File: config.mk
export PLATFORM = sky130hd
export DESIGN_NAME = dma_streamer
export DESIGN_NICKNAME = d
export VERILOG_FILES = /design/src/rtl/dma_pkg.sv /design/src/rtl/dma_burst_calc.sv /design/src/rtl/dma_streamer.sv
export SDC_FILE = /design/constraint.sdc
export NUM_CORES = 1
export LEC_CHECK = 0
export CAP_MARGIN = 20
export CORE_MARGIN = 1.5
export CORE_UTILIZATION = 35
export DETAILED_ROUTE_END_ITERATION = 16
export GPL_TIMING_DRIVEN = 0
export HOLD_SLACK_MARGIN = 0.15
export PLACE_DENSITY_LB_ADDON = 0.08
export REMOVE_ABC_BUFFERS = 1
export SYNTH_ARGS = -nofsm -noshare
export SYNTH_HDL_FRONTEND = slang
export SYNTH_SLANG_ARGS = --single-unit
File: constraint.sdc
create_clock -name clk -period 34.8 [get_ports clk]
set_clock_uncertainty 0.1 [all_clocks]
set_input_delay 10.44 -clock clk [delete_from_list [all_inputs] [get_ports clk]]
set_output_delay 10.44 -clock clk [all_outputs]
set_load 0.01 [all_outputs]
File: src/rtl/dma_pkg.sv
// Types and constants shared between the DMA streamer and the AXI interface block.
package dma_pkg;

    localparam int unsigned DMA_4KB = 4096;

    typedef struct packed {
        logic        valid;
        logic [31:0] addr;
        logic [7:0]  alen;
        logic [2:0]  size;
    } s_dma_stream_req_t;

    typedef struct packed {
        logic ready;
        logic finish;
    } s_dma_stream_resp_t;

    typedef enum logic [1:0] {
        ST_IDLE  = 2'd0,
        ST_ISSUE = 2'd1,
        ST_DRAIN = 2'd2
    } e_dma_stream_st_t;

endpackage

File: src/rtl/dma_burst_calc.sv
// Burst length in beats: min of beats remaining, the alen cap and the room left in the 4 KB page.
module dma_burst_calc
    import dma_pkg::*;
(
    input  logic [29:0] beats_left,
    input  logic [11:0] addr_lo,
    input  logic [7:0]  max_alen,
    output logic [12:0] beats
);

    logic [12:0] left_beats;
    logic [12:0] cap_beats;
    logic [12:0] page_beats;

    always_comb begin
        left_beats = (beats_left > 30'(DMA_4KB)) ? 13'(DMA_4KB) : 13'(beats_left);
        cap_beats  = 13'(max_alen) + 13'd1;
        page_beats = (13'(DMA_4KB) - 13'(addr_lo)) >> 2;
        beats      = left_beats;
        if (cap_beats < beats) begin
            beats = cap_beats;
        end
        if (page_beats < beats) begin
            beats = page_beats;
        end
    end

endmodule

File: src/rtl/dma_streamer.sv
// Splits a descriptor into 4 KB-safe AXI bursts and tracks outstanding bursts until all finish.
module dma_streamer
    import dma_pkg::*;
#(
    parameter int unsigned MAX_OUTSTANDING = 8,
    parameter int unsigned BEAT_BYTES      = 4
) (
    input  logic               clk,
    input  logic               rstn,
    input  logic               dma_active_i,
    input  logic               start_i,
    input  logic [31:0]        desc_addr_i,
    input  logic [31:0]        desc_bytes_i,
    input  logic [7:0]         max_alen_i,
    output s_dma_stream_req_t  dma_stream_req_o,
    input  s_dma_stream_resp_t dma_stream_resp_i,
    output logic               busy_o,
    output logic               done_o,
    output logic               cfg_err_o
);

    localparam int unsigned OUT_W     = 4;
    localparam logic [2:0]  BEAT_SIZE = 3'($clog2(BEAT_BYTES));

    e_dma_stream_st_t state_ff, state_nxt;
    logic [31:0]      addr_ff, addr_nxt;
    logic [29:0]      beats_left_ff, beats_left_nxt;
    logic [OUT_W-1:0] outstanding_ff, outstanding_nxt;
    logic             done_ff, done_nxt;
    logic             cfg_err_ff, cfg_err_nxt;
    logic             busy_ff;

    logic [12:0]      burst_beats;
    logic             can_issue;
    logic             handshake;
    logic             finish_ok;
    logic             desc_ok;

    dma_burst_calc u_burst_calc (
        .beats_left (beats_left_ff),
        .addr_lo    (addr_ff[11:0]),
        .max_alen   (max_alen_i),
        .beats      (burst_beats)
    );

    always_ff @(posedge clk) begin
        if (!rstn) begin
            state_ff       <= ST_IDLE;
            addr_ff        <= '0;
            beats_left_ff  <= '0;
            outstanding_ff <= '0;
            done_ff        <= 1'b0;
            cfg_err_ff     <= 1'b0;
            busy_ff        <= 1'b0;
        end else begin
            state_ff       <= state_nxt;
            addr_ff        <= addr_nxt;
            beats_left_ff  <= beats_left_nxt;
            outstanding_ff <= outstanding_nxt;
            done_ff        <= done_nxt;
            cfg_err_ff     <= cfg_err_nxt;
            busy_ff        <= (state_nxt != ST_IDLE);
        end
    end

    always_comb begin
        state_nxt        = state_ff;
        addr_nxt         = addr_ff;
        beats_left_nxt   = beats_left_ff;
        outstanding_nxt  = outstanding_ff;
        done_nxt         = 1'b0;
        cfg_err_nxt      = 1'b0;
        dma_stream_req_o = '0;

        can_issue = (outstanding_ff < OUT_W'(MAX_OUTSTANDING));
        handshake = (state_ff == ST_ISSUE) && can_issue && dma_stream_resp_i.ready;
        finish_ok = dma_stream_resp_i.finish && (outstanding_ff != '0);
        desc_ok   = (desc_addr_i[1:0] == 2'b00) && (desc_bytes_i[1:0] == 2'b00)
                    && (desc_bytes_i != '0);

        unique case (state_ff)
            ST_IDLE: begin
                if (start_i && dma_active_i) begin
                    if (desc_ok) begin
                        addr_nxt       = desc_addr_i;
                        beats_left_nxt = desc_bytes_i[31:2];
                        state_nxt      = ST_ISSUE;
                    end else begin
                        cfg_err_nxt = 1'b1;
                    end
                end
            end
            ST_ISSUE: begin
                dma_stream_req_o.valid = can_issue;
                dma_stream_req_o.addr  = addr_ff;
                dma_stream_req_o.alen  = 8'(burst_beats - 13'd1);
                dma_stream_req_o.size  = BEAT_SIZE;
                if (handshake) begin
                    addr_nxt       = addr_ff + (32'(burst_beats) << 2);
                    beats_left_nxt = beats_left_ff - 30'(burst_beats);
                    if (beats_left_ff == 30'(burst_beats)) begin
                        state_nxt = ST_DRAIN;
                    end
                end
            end
            ST_DRAIN: begin
                if (outstanding_ff == '0) begin
                    state_nxt = ST_IDLE;
                    done_nxt  = 1'b1;
                end
            end
            default: state_nxt = ST_IDLE;
        endcase

        // Simultaneous issue and finish cancel out.
        unique case ({handshake, finish_ok})
            2'b10:   outstanding_nxt = outstanding_ff + OUT_W'(1);
            2'b01:   outstanding_nxt = outstanding_ff - OUT_W'(1);
            default: outstanding_nxt = outstanding_ff;
        endcase

        // Abort wins over everything and discards the descriptor silently.
        if (!dma_active_i) begin
            state_nxt       = ST_IDLE;
            addr_nxt        = '0;
            beats_left_nxt  = '0;
            outstanding_nxt = '0;
            done_nxt        = 1'b0;
            cfg_err_nxt     = 1'b0;
        end
    end

    assign busy_o    = busy_ff;
    assign done_o    = done_ff;
    assign cfg_err_o = cfg_err_ff;

endmodule

==> summary.md <==
| Metric | Value |
|---|---|
| Maxcap violations | 0 |
| I/O Pins | 125 |
| Slew headroom | 31.0% |
| Area Overhead vs Synth | 26.7% |
| Outcome | complete, but fails checks |
| CP required | 24260 ps |
| Hold Vio Cnt, Final | 0 |
| Final Cycle Share | 80.2% |
| Crit path arrival time | 17380 ps |
| Global-route wire length before repair | 34000 um |
| Distinct cell type count after synthesis | 74 |
| Clock slew seen by the registers of the worst setup and hold paths | 60 ps |
| Net Sw Power | 72.7 uW |
| Maximum vdd drop | 0.0000227 V |
| Hold Worst Slack | 390 ps |
| Critical path peak fanout | 27 |
| Synth Flop Type | dfxtp_1 |
| Combinational Power Share | 24.9% |
| Crit path launch | max_alen_i[0] |
| EDFF count, synth | 0 |
| CTS tree | done |
| Iteration-0 DRC Markers | 509 |
| First-pass DRT Iterations | 13 |
| Die Area | 0.0195 mm2 |
| FMAX | 35.8 MHz |
| Hold-fix buffer count after cts | 0 |
| Largest net degree at the start of global routing | 51 |
| Worst flop-to-flop path startpoint | beats_left_ff[19] |
| Seq/Total Area, Yosys | 21.8% |
| PD cells | 28.7 mW/mm2 |
| Mean Syn Cell Area | 7.27 um2 |
| RSZ-0062 raised after global routing | false |
| Drt wl/cell | 17.2 um |
| # rows | 49 |
| Failing checks | DRC |
| Vias | 6889 |
| Sw frac | 30.6% |
| Via/cell ratio | 5.63 |
| Initial core utilization | 36.0% |
| Post-DP HPWL | 15600 um |
| Commonest non-fill, non-tap cells in the layout | clkdlybuf4s50_1, nor2_1, nand2_1 |
| Setup Fix Bufs, Post-CTS | 0 |
| Share of layout cells above drive strength 1 | 4.52% |
| Leak | 3.17 nW |
| IO buf count | 122 |
| Clock root buffer | clkbuf_16 |
| Routed WL | 21100 um |
| Reg-to-reg slack, setup | 25580 ps |
| Overall Power | 238 uW |
| GP Congestion | 0.802 |
| CP Capture Point | dma_stream_req_o[9] |
| DRC | 4 |
| Clk pwr share | 40.5% |
| Inserted Diodes | 0 |
| Worst r2r path cells | 34 |
| R2R Path End | beats_left_ff[18] |
| Crit. End Element | output pin |
| Die height | 140 um |
| Post-Synthesis Cells | 899 |
| H-tree depth | 3 |
| Maximum clock insertion buffer count | 2 |
| Initial antenna violation count | 0 |
| Min-Delay Startpoint | beats_left_ff[29] |
| Netlist Area Pre-Place | 0.00653 mm2 |
| Pin slew with the least headroom to its limit | 1030 ps |
| Seq pwr share | 34.6% |
| Clock period minus final worst setup slack | 27920 ps |
| Clk sinks | 71 |
| Worst-Skew Late Latency | 350 ps |
| Core Box Area | 0.0181 mm2 |
| Routed Antenna Nets | 0 |
| Layout Nets | 1117 |
| Endpoints failing setup | 0 |
| TritonCTS buffer count | 9 |
| Pint | 165 uW |
| Critical path type | input pin to output pin |
| Yosys reg bits | 71 |
| Commonest non-fill, non-tap cell in the layout | clkdlybuf4s50_1 |
| Total track usage | 21.8% |
| Vias in the first global route | 6320 |
| Worst hold path class | flop to flop |
| Sum Neg Setup Slack | 0 ps |
| Yosys warning count | 0 |
| Slew Viols, Final | 0 |
| Die Width | 140 um |
| CTS resizes | 0 |
| GR Overflow Total | 0 |
| Async SR Flop Fraction | 0% |
| Setup crit start kind | input pin |
how the worst min path moves through the flow:
stage / cells after the start / end / slack [ps]
5_1_grt: 1 / beats_left_ff[21] / 410
3_5_place_dp: 2 / beats_left_ff[29] / 370
6_report: 2 / beats_left_ff[29] / 390
2_1_floorplan: 2 / beats_left_ff[29] / 340
3_3_place_gp: 2 / beats_left_ff[29] / 360
4_1_cts: 2 / beats_left_ff[29] / 380
layer usage:
metal	GRT usage, %	share of wire (%)	vias to the layer above
met5	0	0	-
li1	-	-	3481
met2	34.8	46	184
met1	30.6	48	3208
met4	4.43	1.1	0
met3	4.27	5.0	16
cells in the mapped netlist, drive strengths merged (13+ instances only):
cell type	n	area, um2
nor2	85	319
xnor2	29	254
nand3	28	140
o21ai	67	335
xor2	14	123
inv	40	150
nor3	29	150
clkbuf	46	173
nand4	13	81.3
and2	41	257
nand2	81	304
dfxtp	71	1420
o21a	13	97.6
and3	15	93.8
a21oi	56	280
a311oi	13	120
nor4	19	119
a211oi	24	185
a31oi	17	121
ha	46	576
sequential cells by signal (all words and copies together), names as in the netlist:
register        count
addr_ff            32
beats_left_ff      30
busy_o              1
cfg_err_o           1
done_o              1
outstanding_ff      4
state_ff            2
critical path: stages:
cell             delay (ps)
clkdlybuf4s50_1         650
ha_1                    300
nand3_1                 110
xnor2_1                 320
ha_1                    310
a21oi_1                 140
nor2_1                   50
o31a_1                  260
o311ai_2                580
mux2_2                  420
inv_1                    80
ha_1                    240
a21o_1                  180
a21oi_1                 140
nor2_1                   50
nor2_1                   80
nand2_1                  90
a31oi_4                 610
mux2_2                  430
inv_1                   190
ha_1                    340
inv_1                    90
nor3b_1                 240
xnor2_1                 150
nor2_1                   60
a311oi_2                250
clkdlybuf4s50_1         570
area by class of cell:
cell class / instances / area, um2
Clock inverter: 6 / 68.8
Inverter: 41 / 155
Clock buffer: 10 / 229
Sequential cell: 71 / 1420
Timing Repair Buffer: 130 / 1330
Fill cell: 1910 / 9870
Multi-Input combinational cell: 737 / 4790
Tap cell: 229 / 287
logic make-up after synthesis:
group	count (synthesis)	share of synthesized area [%]
AOI/OAI and AO/OA	268	27.4
xor gates and xnor gates	43	5.76
other	2	0.115
muxes	14	2.20
buffers and inverters	97	5.90
DFF	71	21.8
and+or+nand+nor	355	27.1
adders and majority gates	49	9.73
power groups by stage:
stage	logic (mW)	clock network [mW]	registers (mW)
2_1_floorplan	0.0371	0	0.0838
3_3_place_gp	0.0579	0	0.0839
3_5_place_dp	0.0586	0	0.0839
4_1_cts	0.0591	0.0984	0.0821
5_1_grt	0.0661	0.101	0.0821
6_report	0.0593	0.0962	0.0821
stage by stage:
stage / util, % / std cells / area, um2 / setup WS (ps)
after floorplan: - / 849 / 6320 / 8070
after global placement: 43.2 / 1200 / 7830 / 5830
after detailed placement: 43.9 / 1207 / 7970 / 6820
after CTS: 45.6 / 1223 / 8270 / 6810
after global routing: 45.6 / 1224 / 8280 / 6320
final: 45.6 / 1224 / 8280 / 6880
(Power assumes the default switching activity.)
